`config.mk`:
```
export PLATFORM = sky130hd
export DESIGN_NAME = pipe_hazard_ctrl_flat
export DESIGN_NICKNAME = d
export VERILOG_FILES = /design/src/rtl/pipe_ctrl_pkg.sv /design/src/rtl/pipe_hazard_ctrl_if.sv /design/src/rtl/load_use_detect.sv /design/src/rtl/pipe_hazard_ctrl.sv /design/src/flat_wrapper.sv
export SDC_FILE = /design/constraint.sdc
export NUM_CORES = 1
export LEC_CHECK = 0
export BUFFER_PORTS_ARGS = -buffer_cell sky130_fd_sc_hd__buf_4
export CORE_ASPECT_RATIO = 1.4
export CORE_UTILIZATION = 52
export CTS_CLUSTER_DIAMETER = 80
export CTS_CLUSTER_SIZE = 30
export DETAILED_ROUTE_END_ITERATION = 10
export PLACE_DENSITY = 0.89
export SLEW_MARGIN = 20
export SYNTH_ARGS = -nofsm -noshare
export SYNTH_HDL_FRONTEND = slang
export SYNTH_SLANG_ARGS = --single-unit
```
`constraint.sdc`:
```
create_clock -name clk -period 5.3 [get_ports clk]
set_input_delay 0.53 -clock clk [delete_from_list [all_inputs] [get_ports clk]]
set_output_delay 0.53 -clock clk [all_outputs]
set_load 0.02 [all_outputs]
```
`src/rtl/pipe_ctrl_pkg.sv`:
```
// Shared types for the pipeline hazard controller.
// Holds FSM state, the control bundle and its NOP value.
package pipe_ctrl_pkg;

  localparam int DEF_REG_W = 5;

  typedef enum logic {
    IDLE     = 1'b0,
    MEM_WAIT = 1'b1
  } state_t;

  typedef struct packed {
    logic pc_hold;
    logic ifid_hold;
    logic ifid_flush;
    logic idex_hold;
    logic idex_bubble;
    logic exmem_hold;
    logic memwb_bubble;
  } ctrl_t;

  localparam ctrl_t CTRL_NOP       = ctrl_t'(7'b0000000);
  localparam ctrl_t CTRL_MEM_STALL = ctrl_t'(7'b1101011);
  localparam ctrl_t CTRL_BRANCH    = ctrl_t'(7'b0010100);
  localparam ctrl_t CTRL_LOAD_USE  = ctrl_t'(7'b1100100);

endpackage

```
`src/rtl/pipe_hazard_ctrl_if.sv`:
```
// Pipeline-to-hazard-controller bundle.
// master drives pipeline status, slave returns stage controls.
interface pipe_hazard_ctrl_if #(
  parameter int REG_W = 5,
  parameter int CNT_W = 16
);

  logic             idex_memread;
  logic [REG_W-1:0] idex_rd;
  logic [REG_W-1:0] ifid_rs1;
  logic [REG_W-1:0] ifid_rs2;
  logic             ifid_use_rs1;
  logic             ifid_use_rs2;
  logic             exmem_memread;
  logic             exmem_memwrite;
  logic             ex_branch_taken;
  logic             dmem_ready;
  logic             dmem_req;
  logic             pc_hold;
  logic             ifid_hold;
  logic             ifid_flush;
  logic             idex_hold;
  logic             idex_bubble;
  logic             exmem_hold;
  logic             memwb_bubble;
  logic             mem_err;
  logic [CNT_W-1:0] stall_cnt;

  modport master (
    output idex_memread, idex_rd,
    output ifid_rs1, ifid_rs2,
    output ifid_use_rs1, ifid_use_rs2,
    output exmem_memread, exmem_memwrite,
    output ex_branch_taken, dmem_ready,
    input  dmem_req, pc_hold,
    input  ifid_hold, ifid_flush,
    input  idex_hold, idex_bubble,
    input  exmem_hold, memwb_bubble,
    input  mem_err, stall_cnt
  );

  modport slave (
    input  idex_memread, idex_rd,
    input  ifid_rs1, ifid_rs2,
    input  ifid_use_rs1, ifid_use_rs2,
    input  exmem_memread, exmem_memwrite,
    input  ex_branch_taken, dmem_ready,
    output dmem_req, pc_hold,
    output ifid_hold, ifid_flush,
    output idex_hold, idex_bubble,
    output exmem_hold, memwb_bubble,
    output mem_err, stall_cnt
  );

endinterface

```
`src/rtl/load_use_detect.sv`:
```
// Load-use hazard detect between ID/EX and IF/ID.
// x0 destinations never create a dependency.
module load_use_detect #(
  parameter int REG_W = 5
) (
  input  logic             memread,
  input  logic [REG_W-1:0] rd,
  input  logic [REG_W-1:0] rs1,
  input  logic [REG_W-1:0] rs2,
  input  logic             use_rs1,
  input  logic             use_rs2,
  output logic             load_use
);

  logic hit1;
  logic hit2;

  assign hit1 = use_rs1 & (rd == rs1);
  assign hit2 = use_rs2 & (rd == rs2);

  assign load_use = memread
                  & (rd != '0)
                  & (hit1 | hit2);

endmodule

```
`src/rtl/pipe_hazard_ctrl.sv`:
```
// Stall/flush sequencer for the 5-stage pipeline.
// Priority: memory stall > taken branch > load-use.
module pipe_hazard_ctrl
  import pipe_ctrl_pkg::*;
#(
  parameter int TIMEOUT_CYC = 16,
  parameter int CNT_W       = 16,
  parameter int REG_W       = DEF_REG_W
) (
  input logic               clk,
  input logic               rst,
  pipe_hazard_ctrl_if.slave bus
);

  localparam int WC_W = (TIMEOUT_CYC > 2) ? $clog2(TIMEOUT_CYC) : 1;
  localparam logic [WC_W-1:0] WC_LAST = WC_W'(TIMEOUT_CYC - 1);

  state_t           state_q;
  state_t           state_d;
  logic [WC_W-1:0]  wcnt_q;
  logic [WC_W-1:0]  wcnt_inc;
  logic             err_q;
  logic [CNT_W-1:0] cnt_q;

  logic  mem_op;
  logic  rdy;
  logic  timeout;
  logic  mem_stall;
  logic  load_use;
  logic  br_go;
  logic  lu_go;
  logic  req;
  ctrl_t ctrl;

  assign mem_op   = bus.exmem_memread | bus.exmem_memwrite;
  assign rdy      = bus.dmem_ready;
  assign wcnt_inc = wcnt_q + 1'b1;

  // Abandon when the wait count is about to hit its last value.
  assign timeout = (state_q == MEM_WAIT)
                 & ~rdy
                 & (wcnt_inc == WC_LAST);

  load_use_detect #(
    .REG_W    (REG_W)
  ) u_lud (
    .memread  (bus.idex_memread),
    .rd       (bus.idex_rd),
    .rs1      (bus.ifid_rs1),
    .rs2      (bus.ifid_rs2),
    .use_rs1  (bus.ifid_use_rs1),
    .use_rs2  (bus.ifid_use_rs2),
    .load_use (load_use)
  );

  always_ff @(posedge clk or negedge rst) begin
    if (!rst) begin
      state_q <= IDLE;
    end else begin
      state_q <= state_d;
    end
  end

  always_comb begin
    state_d = state_q;
    unique case (state_q)
      IDLE: begin
        if (mem_op & ~rdy) state_d = MEM_WAIT;
      end
      MEM_WAIT: begin
        if (rdy | timeout) state_d = IDLE;
      end
      default: state_d = IDLE;
    endcase
  end

  always_comb begin
    req       = 1'b0;
    mem_stall = 1'b0;
    unique case (state_q)
      IDLE: begin
        req       = mem_op;
        mem_stall = mem_op & ~rdy;
      end
      MEM_WAIT: begin
        req       = 1'b1;
        mem_stall = ~rdy & ~timeout;
      end
      default: begin
        req       = 1'b0;
        mem_stall = 1'b0;
      end
    endcase
  end

  assign br_go = bus.ex_branch_taken & ~mem_stall;
  assign lu_go = load_use & ~mem_stall & ~bus.ex_branch_taken;

  always_comb begin
    ctrl = CTRL_NOP;
    unique case (1'b1)
      mem_stall: ctrl = CTRL_MEM_STALL;
      br_go:     ctrl = CTRL_BRANCH;
      lu_go:     ctrl = CTRL_LOAD_USE;
      default:   ctrl = CTRL_NOP;
    endcase
    // Reset forces the idle decode regardless of pipeline inputs.
    if (!rst) ctrl = CTRL_NOP;
  end

  always_ff @(posedge clk or negedge rst) begin
    if (!rst) begin
      wcnt_q <= '0;
    end else if (state_q == IDLE) begin
      wcnt_q <= '0;
    end else begin
      wcnt_q <= wcnt_inc;
    end
  end

  always_ff @(posedge clk or negedge rst) begin
    if (!rst) begin
      err_q <= 1'b0;
    end else if (timeout) begin
      err_q <= 1'b1;
    end
  end

  always_ff @(posedge clk or negedge rst) begin
    if (!rst) begin
      cnt_q <= '0;
    end else if (ctrl.pc_hold & ~&cnt_q) begin
      cnt_q <= cnt_q + 1'b1;
    end
  end

  assign bus.dmem_req     = req & rst;
  assign bus.pc_hold      = ctrl.pc_hold;
  assign bus.ifid_hold    = ctrl.ifid_hold;
  assign bus.ifid_flush   = ctrl.ifid_flush;
  assign bus.idex_hold    = ctrl.idex_hold;
  assign bus.idex_bubble  = ctrl.idex_bubble;
  assign bus.exmem_hold   = ctrl.exmem_hold;
  assign bus.memwb_bubble = ctrl.memwb_bubble;
  assign bus.mem_err      = err_q;
  assign bus.stall_cnt    = cnt_q;

endmodule

```
`src/flat_wrapper.sv`:
```
// flat-port wrapper written by rule: the top's interface ports become plain ports
module pipe_hazard_ctrl_flat import pipe_ctrl_pkg::*;
#(
  parameter int TIMEOUT_CYC = 16,
  parameter int CNT_W       = 16,
  parameter int REG_W       = DEF_REG_W
)
  (clk, rst, bus_idex_memread, bus_idex_rd, bus_ifid_rs1, bus_ifid_rs2, bus_ifid_use_rs1, bus_ifid_use_rs2, bus_exmem_memread, bus_exmem_memwrite, bus_ex_branch_taken, bus_dmem_ready, bus_dmem_req, bus_pc_hold, bus_ifid_hold, bus_ifid_flush, bus_idex_hold, bus_idex_bubble, bus_exmem_hold, bus_memwb_bubble, bus_mem_err, bus_stall_cnt);
  pipe_hazard_ctrl_if #(.REG_W(REG_W), .CNT_W(CNT_W)) bus_i ();
  input logic clk;
  input logic rst;
  input wire logic [$bits(bus_i.idex_memread)-1:0] bus_idex_memread;
  input wire logic [$bits(bus_i.idex_rd)-1:0] bus_idex_rd;
  input wire logic [$bits(bus_i.ifid_rs1)-1:0] bus_ifid_rs1;
  input wire logic [$bits(bus_i.ifid_rs2)-1:0] bus_ifid_rs2;
  input wire logic [$bits(bus_i.ifid_use_rs1)-1:0] bus_ifid_use_rs1;
  input wire logic [$bits(bus_i.ifid_use_rs2)-1:0] bus_ifid_use_rs2;
  input wire logic [$bits(bus_i.exmem_memread)-1:0] bus_exmem_memread;
  input wire logic [$bits(bus_i.exmem_memwrite)-1:0] bus_exmem_memwrite;
  input wire logic [$bits(bus_i.ex_branch_taken)-1:0] bus_ex_branch_taken;
  input wire logic [$bits(bus_i.dmem_ready)-1:0] bus_dmem_ready;
  output wire logic [$bits(bus_i.dmem_req)-1:0] bus_dmem_req;
  output wire logic [$bits(bus_i.pc_hold)-1:0] bus_pc_hold;
  output wire logic [$bits(bus_i.ifid_hold)-1:0] bus_ifid_hold;
  output wire logic [$bits(bus_i.ifid_flush)-1:0] bus_ifid_flush;
  output wire logic [$bits(bus_i.idex_hold)-1:0] bus_idex_hold;
  output wire logic [$bits(bus_i.idex_bubble)-1:0] bus_idex_bubble;
  output wire logic [$bits(bus_i.exmem_hold)-1:0] bus_exmem_hold;
  output wire logic [$bits(bus_i.memwb_bubble)-1:0] bus_memwb_bubble;
  output wire logic [$bits(bus_i.mem_err)-1:0] bus_mem_err;
  output wire logic [$bits(bus_i.stall_cnt)-1:0] bus_stall_cnt;
  assign bus_i.idex_memread = bus_idex_memread;
  assign bus_i.idex_rd = bus_idex_rd;
  assign bus_i.ifid_rs1 = bus_ifid_rs1;
  assign bus_i.ifid_rs2 = bus_ifid_rs2;
  assign bus_i.ifid_use_rs1 = bus_ifid_use_rs1;
  assign bus_i.ifid_use_rs2 = bus_ifid_use_rs2;
  assign bus_i.exmem_memread = bus_exmem_memread;
  assign bus_i.exmem_memwrite = bus_exmem_memwrite;
  assign bus_i.ex_branch_taken = bus_ex_branch_taken;
  assign bus_i.dmem_ready = bus_dmem_ready;
  assign bus_dmem_req = bus_i.dmem_req;
  assign bus_pc_hold = bus_i.pc_hold;
  assign bus_ifid_hold = bus_i.ifid_hold;
  assign bus_ifid_flush = bus_i.ifid_flush;
  assign bus_idex_hold = bus_i.idex_hold;
  assign bus_idex_bubble = bus_i.idex_bubble;
  assign bus_exmem_hold = bus_i.exmem_hold;
  assign bus_memwb_bubble = bus_i.memwb_bubble;
  assign bus_mem_err = bus_i.mem_err;
  assign bus_stall_cnt = bus_i.stall_cnt;
  pipe_hazard_ctrl #(.TIMEOUT_CYC(TIMEOUT_CYC), .CNT_W(CNT_W), .REG_W(REG_W)) u_core (.clk(clk), .rst(rst), .bus(bus_i));
endmodule
```
==> run_results.csv, run 1 <==
group,metric,value,unit
timing,timing.slew.headroom,61.68,%
floorplanning,fp.dieW,44.89,um
grt,grtUsageTotal,21.66,%
drt,drc,0,
timing,setup_viol,0,
timing,fmax,369.6,MHz
clocking,clk_pin_slew,0.12,ns
floorplanning,die-area,2784,um^2
finish,final_area,1745,um^2
placement,dpl.hpwl,2227,um
logic_synthesis,synth_cell_types,33,
floorplanning,start_util,55.38,%
pwr,p_sw_share,32.89,%
floorplanning,ios,49,
timing,drv_slew,0,
grt,met2_usage,43.28,%
run,max_cap_violations,0,
setup_path,crit_buf_inv,2,
grt,grt_pass1_vias,1031,
clocking,cts_sinks,22,
pwr,p_seq_share,43.5,%
setup_path,r2r-start,"u_core.wcnt_q[0]",
timing,worstMarginPinSlew,0.5736,ns
grt,use_met3,4.046,%
setup_path,cp-end-kind,"output port",
run_status,status,"finished, final reports clean",
setup_path,slowest_stage,"a21oi_4",
logic_synthesis,yosys_warnings,0,
timing,worst_slack,2.595,ns
grt,grt_max_degree,26,
clocking,cts_tree,"built",
setup_path,path_class,"reg2out",
grt,antenna_found_initial,0,
logic_synthesis,avgSynthCellArea,10.88,um^2
pwr,pwr_density_cell,303.1,nW/um^2
grt,grt_pass1_wl,4305,um
timing,min_period,2.705,ns
clocking,cts-resized-gates,0,
finish,nets,197,
setup_path,critPathRequiredTime,4.77,ns
drt,wl,2827,um
setup_path,critPathLaunch,"u_core.wcnt_q[0]",
logic_synthesis,seq_area_frac_synth,41.12,%
drt,wire_per_inst,13.93,um
clocking,clk_latency,0.31,ns
drt,via_per_inst,5.212,
timing,hold_viol,0,
pwr,power_frac_comb,32.4,%
drt,first_pass_iters,4,
finish,drive_gt1_share,42.60,%
clocking,cts_buffers,3,
timing,rsz0062_at_grt,"false",
timing,holdWs,0.09252,ns
pwr,clkPwrFrac,24.1,%
floorplanning,chipHeight,62.04,um
finish,layout.cells.non_filler,203,
timing,skew,0.008665,ns
clocking,cts_setup_buffers,0,
clocking,cts_max_level,1,
logic_synthesis,syn_nets,150,
logic_synthesis,ys_ff_latch,22,
setup_path,worst_path_dominant_cell_family,"compound AO/OA/AOI/OAI gates",
grt,globalRouteMet1Util,21.08,%
worst_hold_path,hold_path_class,"in2async",
finish,area_growth,30.37,%
logic_synthesis,synth_area,1339,um^2
timing,setup-tns-final,0,ns
drt,dr_total_vias,1058,
clocking,hold_buffers,0,
finish,diodes,0,
placement,portBuffers,48,
grt,grt_busiest_layer,"met2",
grt,grt-ovfl-total,0,
logic_synthesis,yosys.area.top_type,"dfrtp_1",
pwr,p_leak,0.8584,nW
floorplanning,num_rows,21,
drt,drt_iter0_markers,13,
placement,post-place-ws,2.840,ns
drt,antenna_left,0,
placement,dp.cells,199,
clocking,cts_buffer_depth,2,
setup_path,path_max_fanout,16,
setup_path,crit_chain,"ha_1 -> xor2_1 -> and2_4 -> a311oi_4 -> a21oi_4 -> inv_2 -> buf_4",
setup_path,critPathMaxStageDelay,0.49,ns
setup_path,cp.arrival,2.18,ns
placement,globalplace.congestion,0.7005,
timing,fin_crit_sh,51.05,%
clocking,clockRootBuffer,"clkbuf_4",
setup_path,start_kind,"register",
floorplanning,core,2417,um^2
pwr,internal-power,0.3551,mW
logic_synthesis,yosys-top-cells-area,"dfrtp_1, xor2_1, xnor2_1, nor3_2, ha_1",
logic_synthesis,synth_top_area_share,41.12,%
pwr,p_sw,0.1740,mW
pwr,irDropWorstVdd,0.0002253,V
placement,placedInstanceArea,1693,um^2
logic_synthesis,netlist_instances,123,
-- cell usage in the layout, fill, tap and decap left out, types with 2 or more instances in the layout --
cell type  Yosys  routed
nor3b_1        3       3
clkbuf_4       0       3
and3_1         3       3
nand2_1        9       9
and4_1         2       2
dfrtp_1       22      22
xnor2_1       12      12
xor2_1        15      15
nor3_2         9       9
nand3_2        2       2
nand3_1        4       4
nor2_1         2       2
ha_1           3       3
nand4_1        5       5
a21oi_1        2       2
buf_4          3      48
nor3_1         5       5
nor2b_1        2       2
inv_1          4       4
-- layer usage --
| layer | up-vias | routed length (um) |
|---|---|---|
| li1 | 509 | - |
| met1 | 499 | 1053 |
| met2 | 43 | 1519 |
| met3 | 7 | 193 |
| met4 | 0 | 60 |
| met5 | - | 0 |
-- through the flow --
stage / util [%] / total power [mW]
after floorplan: - / 0.3253
after global placement: 70.03 / 0.3986
after detailed placement: 70.03 / 0.4057
after CTS: 72.21 / 0.5328
after global routing: 72.21 / 0.5569
final: 72.21 / 0.5291
-- logic make-up (layout without fill, tap and decap cells) --
| group | after synthesis | in the layout | share of synthesized area (%) |
|---|---|---|---|
| AO/OA/AOI/OAI | 6 | 6 | 4.954 |
| XOR/XNOR | 27 | 27 | 17.66 |
| adder cells (fa/ha/maj) | 3 | 3 | 2.804 |
| buffers and inverters | 11 | 57 | 5.046 |
| flip-flops | 22 | 22 | 41.12 |
| multiplexers | 1 | 1 | 1.121 |
| AND/OR/NAND/NOR | 53 | 53 | 27.29 |
-- flip-flops by register name (all words and copies together), names as in the netlist --
signal,flops
u_core.bus.stall_cnt,16
u_core.state_q,1
u_core.wcnt_q,4
u_core.bus.mem_err,1
-- path summary, 6_finish.rpt --
path	endpoint	slack [ns]	cells past startpoint
setup / recovery	bus_ifid_hold	2.59	7
max in group asynchronous	u_core.bus.stall_cnt[4]	4.96	1
setup reg to reg	u_core.bus.stall_cnt[1]	3.09	7
hold / removal	u_core.bus.stall_cnt[10]	0.09	1
hold reg to reg	u_core.bus.mem_err	0.49	1
min in group clk	u_core.state_q	0.44	2
-- worst register-to-register path, cell delays in order (launching register included) --
cell,delay (ns)
dfrtp_1,0.44
ha_1,0.22
xor2_1,0.15
and2_4,0.17
a311oi_4,0.38
a21oi_4,0.18
nor2_2,0.23
mux2_4,0.31
-- synthesized netlist by cell type (all sizes together) --
| master | number |
|---|---|
| and4 | 2 |
| and3 | 3 |
| nor2b | 2 |
| inv | 5 |
| clkbuf | 1 |
| dfrtp | 22 |
| nor2 | 4 |
| nand3 | 6 |
| nand4 | 5 |
| nor3b | 3 |
| nand3b | 1 |
| nand2b | 1 |
| buf | 5 |
| nor4 | 1 |
| a311oi | 1 |
| o22ai | 1 |
| a21oi | 3 |
| nand2 | 9 |
| nor3 | 14 |
| a21o | 1 |
| xor2 | 15 |
| xnor2 | 12 |
| mux2 | 1 |
| and2 | 2 |
| ha | 3 |
-- power groups by stage --
| stage | combinational, mW | sequential, mW | clock [mW] |
|---|---|---|---|
| 3_5_place_dp | 0.173 | 0.233 | 0 |
| 5_1_grt | 0.185 | 0.236 | 0.136 |
| 6_report | 0.172 | 0.230 | 0.128 |
| 3_3_place_gp | 0.169 | 0.230 | 0 |
| 4_1_cts | 0.174 | 0.230 | 0.129 |
| 2_1_floorplan | 0.0665 | 0.259 | 0 |
-- final cells by class --
cell class | count | area, um^2
clock inverter | 1 | 30.03
clock buffer | 3 | 22.52
multi-input combinational | 90 | 720.7
fill | 180 | 671.9
timing repair buffer | 48 | 360.3
sequential | 22 | 550.5
tap | 34 | 42.54
inverter | 5 | 18.77
(Power assumes the default switching activity.)
==> run 2, diff against run 1 <==
--- a/config.mk
+++ b/config.mk
@@ -7,11 +7,11 @@
 export LEC_CHECK = 0
 export BUFFER_PORTS_ARGS = -buffer_cell sky130_fd_sc_hd__buf_4
 export CORE_ASPECT_RATIO = 1.4
-export CORE_UTILIZATION = 52
+export CORE_UTILIZATION = 44
 export CTS_CLUSTER_DIAMETER = 80
 export CTS_CLUSTER_SIZE = 30
 export DETAILED_ROUTE_END_ITERATION = 10
-export PLACE_DENSITY = 0.89
+export PLACE_DENSITY = 0.81
 export SLEW_MARGIN = 20
 export SYNTH_ARGS = -nofsm -noshare
 export SYNTH_HDL_FRONTEND = slang
==> constraint.sdc (replaced) <==
create_clock -name clk -period 2.35 [get_ports clk]
set_input_delay 0.235 -clock clk [delete_from_list [all_inputs] [get_ports clk]]
set_output_delay 0.235 -clock clk [all_outputs]
set_load 0.02 [all_outputs]
==> run 2 against run 1 <==
Against the previous run: sequential power up 130%; largest power group unchanged; clock skew is 0.0044 ns lower; highest routed layer unchanged; count of clock-buffer cells in the layout is the same; critical path type unchanged.
==> run_results.csv, run 2 (synthesized netlist as in run 1, its figures left out) <==
group,metric,value,unit
run_status,status,"finished, final reports clean",
pwr,p_sw,0.4096,mW
pwr,clkPwrFrac,27.6,%
timing,setup-tns-final,0,ns
setup_path,rrSetupSlack,0.15,ns
clocking,cts_tree,"built",
grt,grt_max_degree,26,
finish,area_growth,35.61,%
floorplanning,die-area,3270,um^2
finish,nets,203,
pwr,irDropWorstVdd,0.0004950,V
pwr,pwr_density_cell,701.2,nW/um^2
clocking,clk_pin_slew,0.08,ns
finish,drive_gt1_share,44.00,%
timing,timing.slew.headroom,60.21,%
drt,antenna_left,0,
placement,dpl.hpwl,2235,um
timing,worst_slack,0.1146,ns
timing,skew,0.004245,ns
grt,grtUsageTotal,19.84,%
setup_path,cp.arrival,2.00,ns
timing,fin_crit_sh,95.12,%
setup_path,cp-end-kind,"output port",
setup_path,start_kind,"register",
clocking,clockRootBuffer,"clkbuf_8",
setup_path,r2r-start,"u_core.wcnt_q[0]",
floorplanning,num_rows,23,
grt,antenna_found_initial,0,
drt,drc,0,
setup_path,reg2reg_depth,8,
setup_path,critPathRequiredTime,2.12,ns
floorplanning,core,2878,um^2
worst_hold_path,hold_path.startpoint,"bus_dmem_ready",
finish,mostFrequentLayoutCell,"buf_4",
worst_hold_path,min_path_cells,2,
clocking,cts_max_level,1,
run,max_cap_violations,0,
drt,via_per_inst,5.179,
timing,min_period,2.235,ns
clocking,clk_latency,0.26,ns
pwr,p_leak,0.8936,nW
drt,first_pass_iters,4,
setup_path,timing.rr.end,"u_core.bus.stall_cnt[6]",
floorplanning,start_util,46.52,%
clocking,cts_buffers,3,
timing,hold_viol,0,
pwr,internal-power,0.8635,mW
finish,largest_reg_flops,16,
setup_path,path_max_fanout,4,
placement,portBuffers,48,
drt,wire_per_inst,14.29,um
finish,mostFrequentLayoutCells,"buf_4, dfrtp_1, xor2_1, xnor2_1",
pwr,p_seq_share,41.1,%
drt,dr_total_vias,1098,
floorplanning,fp.dieW,48.62,um
clocking,cts_sinks,22,
finish,diodes,0,
pwr,power_frac_comb,31.3,%
grt,grt-ovfl-total,0,
timing,worstMarginPinSlew,0.5922,ns
placement,post-place-ws,0.1975,ns
setup_path,critPathLaunch,"u_core.wcnt_q[0]",
finish,final_area,1815,um^2
clocking,cts_buffer_depth,2,
placement,placedInstanceArea,1704,um^2
grt,grt_pass1_vias,1072,
drt,drt_iter0_markers,12,
setup_path,path_class,"reg2out",
finish,fillers,245,
worst_hold_path,min_to,"u_core.state_q",
finish,finish.utilization,63.09,%
timing,fmax,447.3,MHz
floorplanning,chipHeight,67.27,um
grt,grt_pass1_wl,5064,um
timing,drv_slew,0,
floorplanning,ios,49,
drt,wl,3029,um
worst_hold_path,hold_path_class,"in2reg",
timing,rsz0062_at_grt,"false",
placement,globalplace.congestion,0.7791,
timing,setup_viol,0,
pwr,p_sw_share,32.17,%
-- run 2: what timing repair did --
item,CTS,global route
hold buffers,1,0
endpoints found under the setup margin,2,0
endpoints found under the hold margin,22,0
resized for setup,0,0
buffers inserted,4,0
-- run 2: layer usage --
metal | vias up | share of wire, % | GRT usage, %
li1 | 519 | - | -
met1 | 537 | 40 | 22.44
met4 | 0 | 1.0 | 6.618
met3 | 4 | 5.2 | 2.703
met2 | 38 | 54 | 38.19
met5 | - | 0 | 0
-- run 2: layout make-up --
type / count / area [um^2] / area share [%]
multi-input cells: 90 / 720.7 / 39.70
flip-flops and latches: 22 / 550.5 / 30.32
repair buffers: 54 / 407.9 / 22.47
well taps: 37 / 46.29 / 2.550
clock buffers: 3 / 41.29 / 2.274
clock inverters: 1 / 30.03 / 1.654
inverters: 5 / 18.77 / 1.034
-- run 2: stage by stage --
stage	instances	power [mW]	hold slack, ns
final	212	1.273	0.2019
after global routing	212	1.338	0.2052
after CTS	212	1.283	0.1935
after detailed placement	203	0.9219	0.1562
after global placement	203	0.9020	0.1556
after floorplan	123	0.7337	-0.06059
-- run 2: power groups by stage --
| stage | registers [mW] | clock network [mW] | logic, mW |
|---|---|---|---|
| finish | 0.523 | 0.351 | 0.399 |
| global route | 0.534 | 0.370 | 0.434 |
| global placement | 0.522 | 0 | 0.380 |
| floorplan | 0.584 | 0 | 0.150 |
| CTS | 0.522 | 0.359 | 0.402 |
| detailed placement | 0.529 | 0 | 0.393 |
-- run 2: worst max-delay path by stage --
| stage | endpoint |
|---|---|
| 2_1_floorplan | bus_pc_hold |
| 6_report | bus_ifid_flush |
| 3_5_place_dp | u_core.bus.stall_cnt[1] |
| 4_1_cts | bus_ifid_flush |
| 3_3_place_gp | u_core.bus.stall_cnt[1] |
| 5_1_grt | bus_ifid_flush |
-- run 2: critical path, stage by stage, from the launching register on --
cell and delay [ns]:
dfrtp_1 0.43, ha_1 0.22, xor2_1 0.16, and2_4 0.18
and3_1 0.18, nor3_1 0.28, nor2_1 0.12, buf_4 0.17
==> run 3, diff against run 2 <==
==> constraint.sdc (replaced) <==
create_clock -name clk -period 2.35 [get_ports clk]
set_input_delay 0.235 -clock clk [delete_from_list [all_inputs] [get_ports clk]]
set_output_delay 0.235 -clock clk [all_outputs]
set_load 0.05 [all_outputs]
==> run 3 against run 2 <==
Against the previous run: the flow now finishes with violations (hold timing); die area unchanged; register-to-register slack improved by 0.06 ns; via count decreased by 0.27%; clock skew increased by 0.0044 ns; first-iteration DRC count increased by 92%; global-route usage increased by 0.67 points; sequential share of layout area decreased by 0.12 points; count of clock-buffer cells in the layout unchanged; hold slack got worse by 0.21 ns; largest cell class unchanged; highest routed layer unchanged.
==> run_results.csv, run 3 (synthesized netlist as in run 1, its figures left out) <==
group,metric,value,unit
setup_path,critPathRequiredTime,2.12,ns
setup_path,cp-end-kind,"output port",
floorplanning,ios,49,
timing,holdWs,-0.008009,ns
setup_path,worst_path_dominant_cell_family,"compound AO/OA/AOI/OAI gates",
setup_path,cp.arrival,1.92,ns
setup_path,critPathLaunch,"u_core.wcnt_q[0]",
pwr,power,1.427,mW
setup_path,start_kind,"register",
timing,fmax,464.1,MHz
timing,rsz0062_at_grt,"false",
grt,grt_pass1_vias,1144,
setup_path,slowest_stage,"dfrtp_1",
clocking,cts_tree,"built",
finish,finish.utilization,63.35,%
timing,setup-tns-final,0,ns
timing,skew,0.008623,ns
clocking,cts_buffer_depth,2,
finish,area_growth,36.17,%
drt,wl,3030,um
floorplanning,core,2878,um^2
timing,fin_crit_sh,91.69,%
finish,diodes,0,
pwr,irDropWorstVdd,0.0004614,V
setup_path,crit_buf_inv,2,
finish,drive_gt1_share,44.51,%
clocking,clockRootBuffer,"clkbuf_8",
finish,largest_reg_flops,16,
drt,first_pass_iters,4,
placement,dpl.hpwl,2332,um
setup_path,path_max_fanout,4,
clocking,cts_buffers,3,
drt,via_per_inst,5.214,
drt,antenna_left,0,
setup_path,r2r-start,"u_core.wcnt_q[0]",
placement,globalplace.congestion,0.8083,
clocking,clk_latency,0.26,ns
setup_path,path_class,"reg2out",
setup_path,crit_chain,"ha_1 -> xor2_1 -> and2_4 -> a311oi_4 -> a21oi_4 -> inv_8 -> buf_4",
drt,drt_iter0_markers,23,
grt,grt-ovfl-total,0,
run_status,failed_checks,"hold timing",
timing,min_period,2.155,ns
grt,grt_pass1_wl,5112,um
pwr,p_leak,0.8927,nW
drt,wire_per_inst,14.43,um
clocking,cts_max_level,1,
clocking,clk_pin_slew,0.08,ns
finish,mostFrequentLayoutCell,"buf_4",
placement,portBuffers,48,
placement,dp.cells,204,
grt,grt_max_degree,23,
grt,grtUsageTotal,20.51,%
drt,dr_total_vias,1095,
timing,worstMarginPinSlew,0.5489,ns
run,max_cap_violations,0,
timing,drv_slew,0,
run_status,status,"finished, violations left",
worst_hold_path,hold_path_class,"in2async",
floorplanning,chipHeight,67.27,um
floorplanning,start_util,46.52,%
finish,layout.cells.non_filler,210,
setup_path,critPathMaxStageDelay,0.42,ns
drt,drc,0,
timing,setup_viol,0,
floorplanning,die-area,3270,um^2
clocking,cts_sinks,22,
grt,antenna_found_initial,0,
pwr,pwr_density_cell,783.0,nW/um^2
timing,hold_viol,21,
finish,nets,201,
floorplanning,num_rows,23,
finish,mostFrequentLayoutCells,"buf_4, dfrtp_1, xor2_1, xnor2_1, nor3_2",
floorplanning,fp.dieW,48.62,um
timing,timing.slew.headroom,63.12,%
==> run 3: layout make-up <==
type | count | area (um^2)
clock inverters | 1 | 30.03
flip-flops and latches | 22 | 550.5
fillers | 224 | 1055
multi-input cells | 90 | 725.7
repair buffers | 52 | 402.9
inverters | 5 | 26.28
clock buffers | 3 | 41.29
well taps | 37 | 46.29
==> run 3: per-layer routing <==
layer / track usage [%] / vias up / part of all wire (%)
met1: 22.96 / 520 / 38
met2: 36.63 / 53 / 53
met3: 4.505 / 6 / 7.2
met5: 0 / - / 0
met4: 10.66 / 0 / 1.7
li1: - / 516 / -
==> run 3: power breakdown <==
group / switching, mW / leakage, nW / internal (mW)
Clock: 0.123 / 0.0357 / 0.227
Combinational: 0.361 / 0.574 / 0.198
Sequential: 0.0756 / 0.283 / 0.442
==> run 3: worst register-to-register path, delay by kind of cell (launching register included) <==
kind,cells,cell delay [ns]
AO/OA/AOI/OAI,2,0.43
XOR/XNOR,1,0.16
adder cells (fa/ha/maj),1,0.22
buffers and inverters,1,0.17
flip-flops,1,0.42
multiplexers,1,0.31
AND/OR/NAND/NOR,2,0.34
==> run 3: final timing paths <==
| check | endpoint | slack (ns) | cells past startpoint |
|---|---|---|---|
| setup / recovery | bus_ifid_hold | 0.20 | 7 |
| hold / removal | u_core.bus.stall_cnt[13] | -0.008 | 2 |
| setup reg to reg | u_core.bus.stall_cnt[1] | 0.21 | 8 |
| hold reg to reg | u_core.bus.mem_err | 0.47 | 1 |
| max in group asynchronous | u_core.bus.stall_cnt[10] | 2.14 | 2 |
| min in group clk | u_core.state_q | 0.19 | 2 |
==> run 3: timing repair <==
action                     CTS  global route
setup endpoints to repair    2             2
pin swaps                    0             0
gates resized for setup      0             1
hold buffers                 0             0
setup buffers                2             0
==> run 3: per-stage QoR <==
| stage | area [um^2] | setup slack, ns |
|---|---|---|
| 3_3_place_gp | 1719 | 0.2281 |
| 3_5_place_dp | 1719 | 0.1559 |
| 5_1_grt | 1823 | 0.08427 |
| 2_1_floorplan | 1358 | 0.003228 |
| 4_1_cts | 1818 | 0.09741 |
| 6_report | 1823 | 0.1954 |
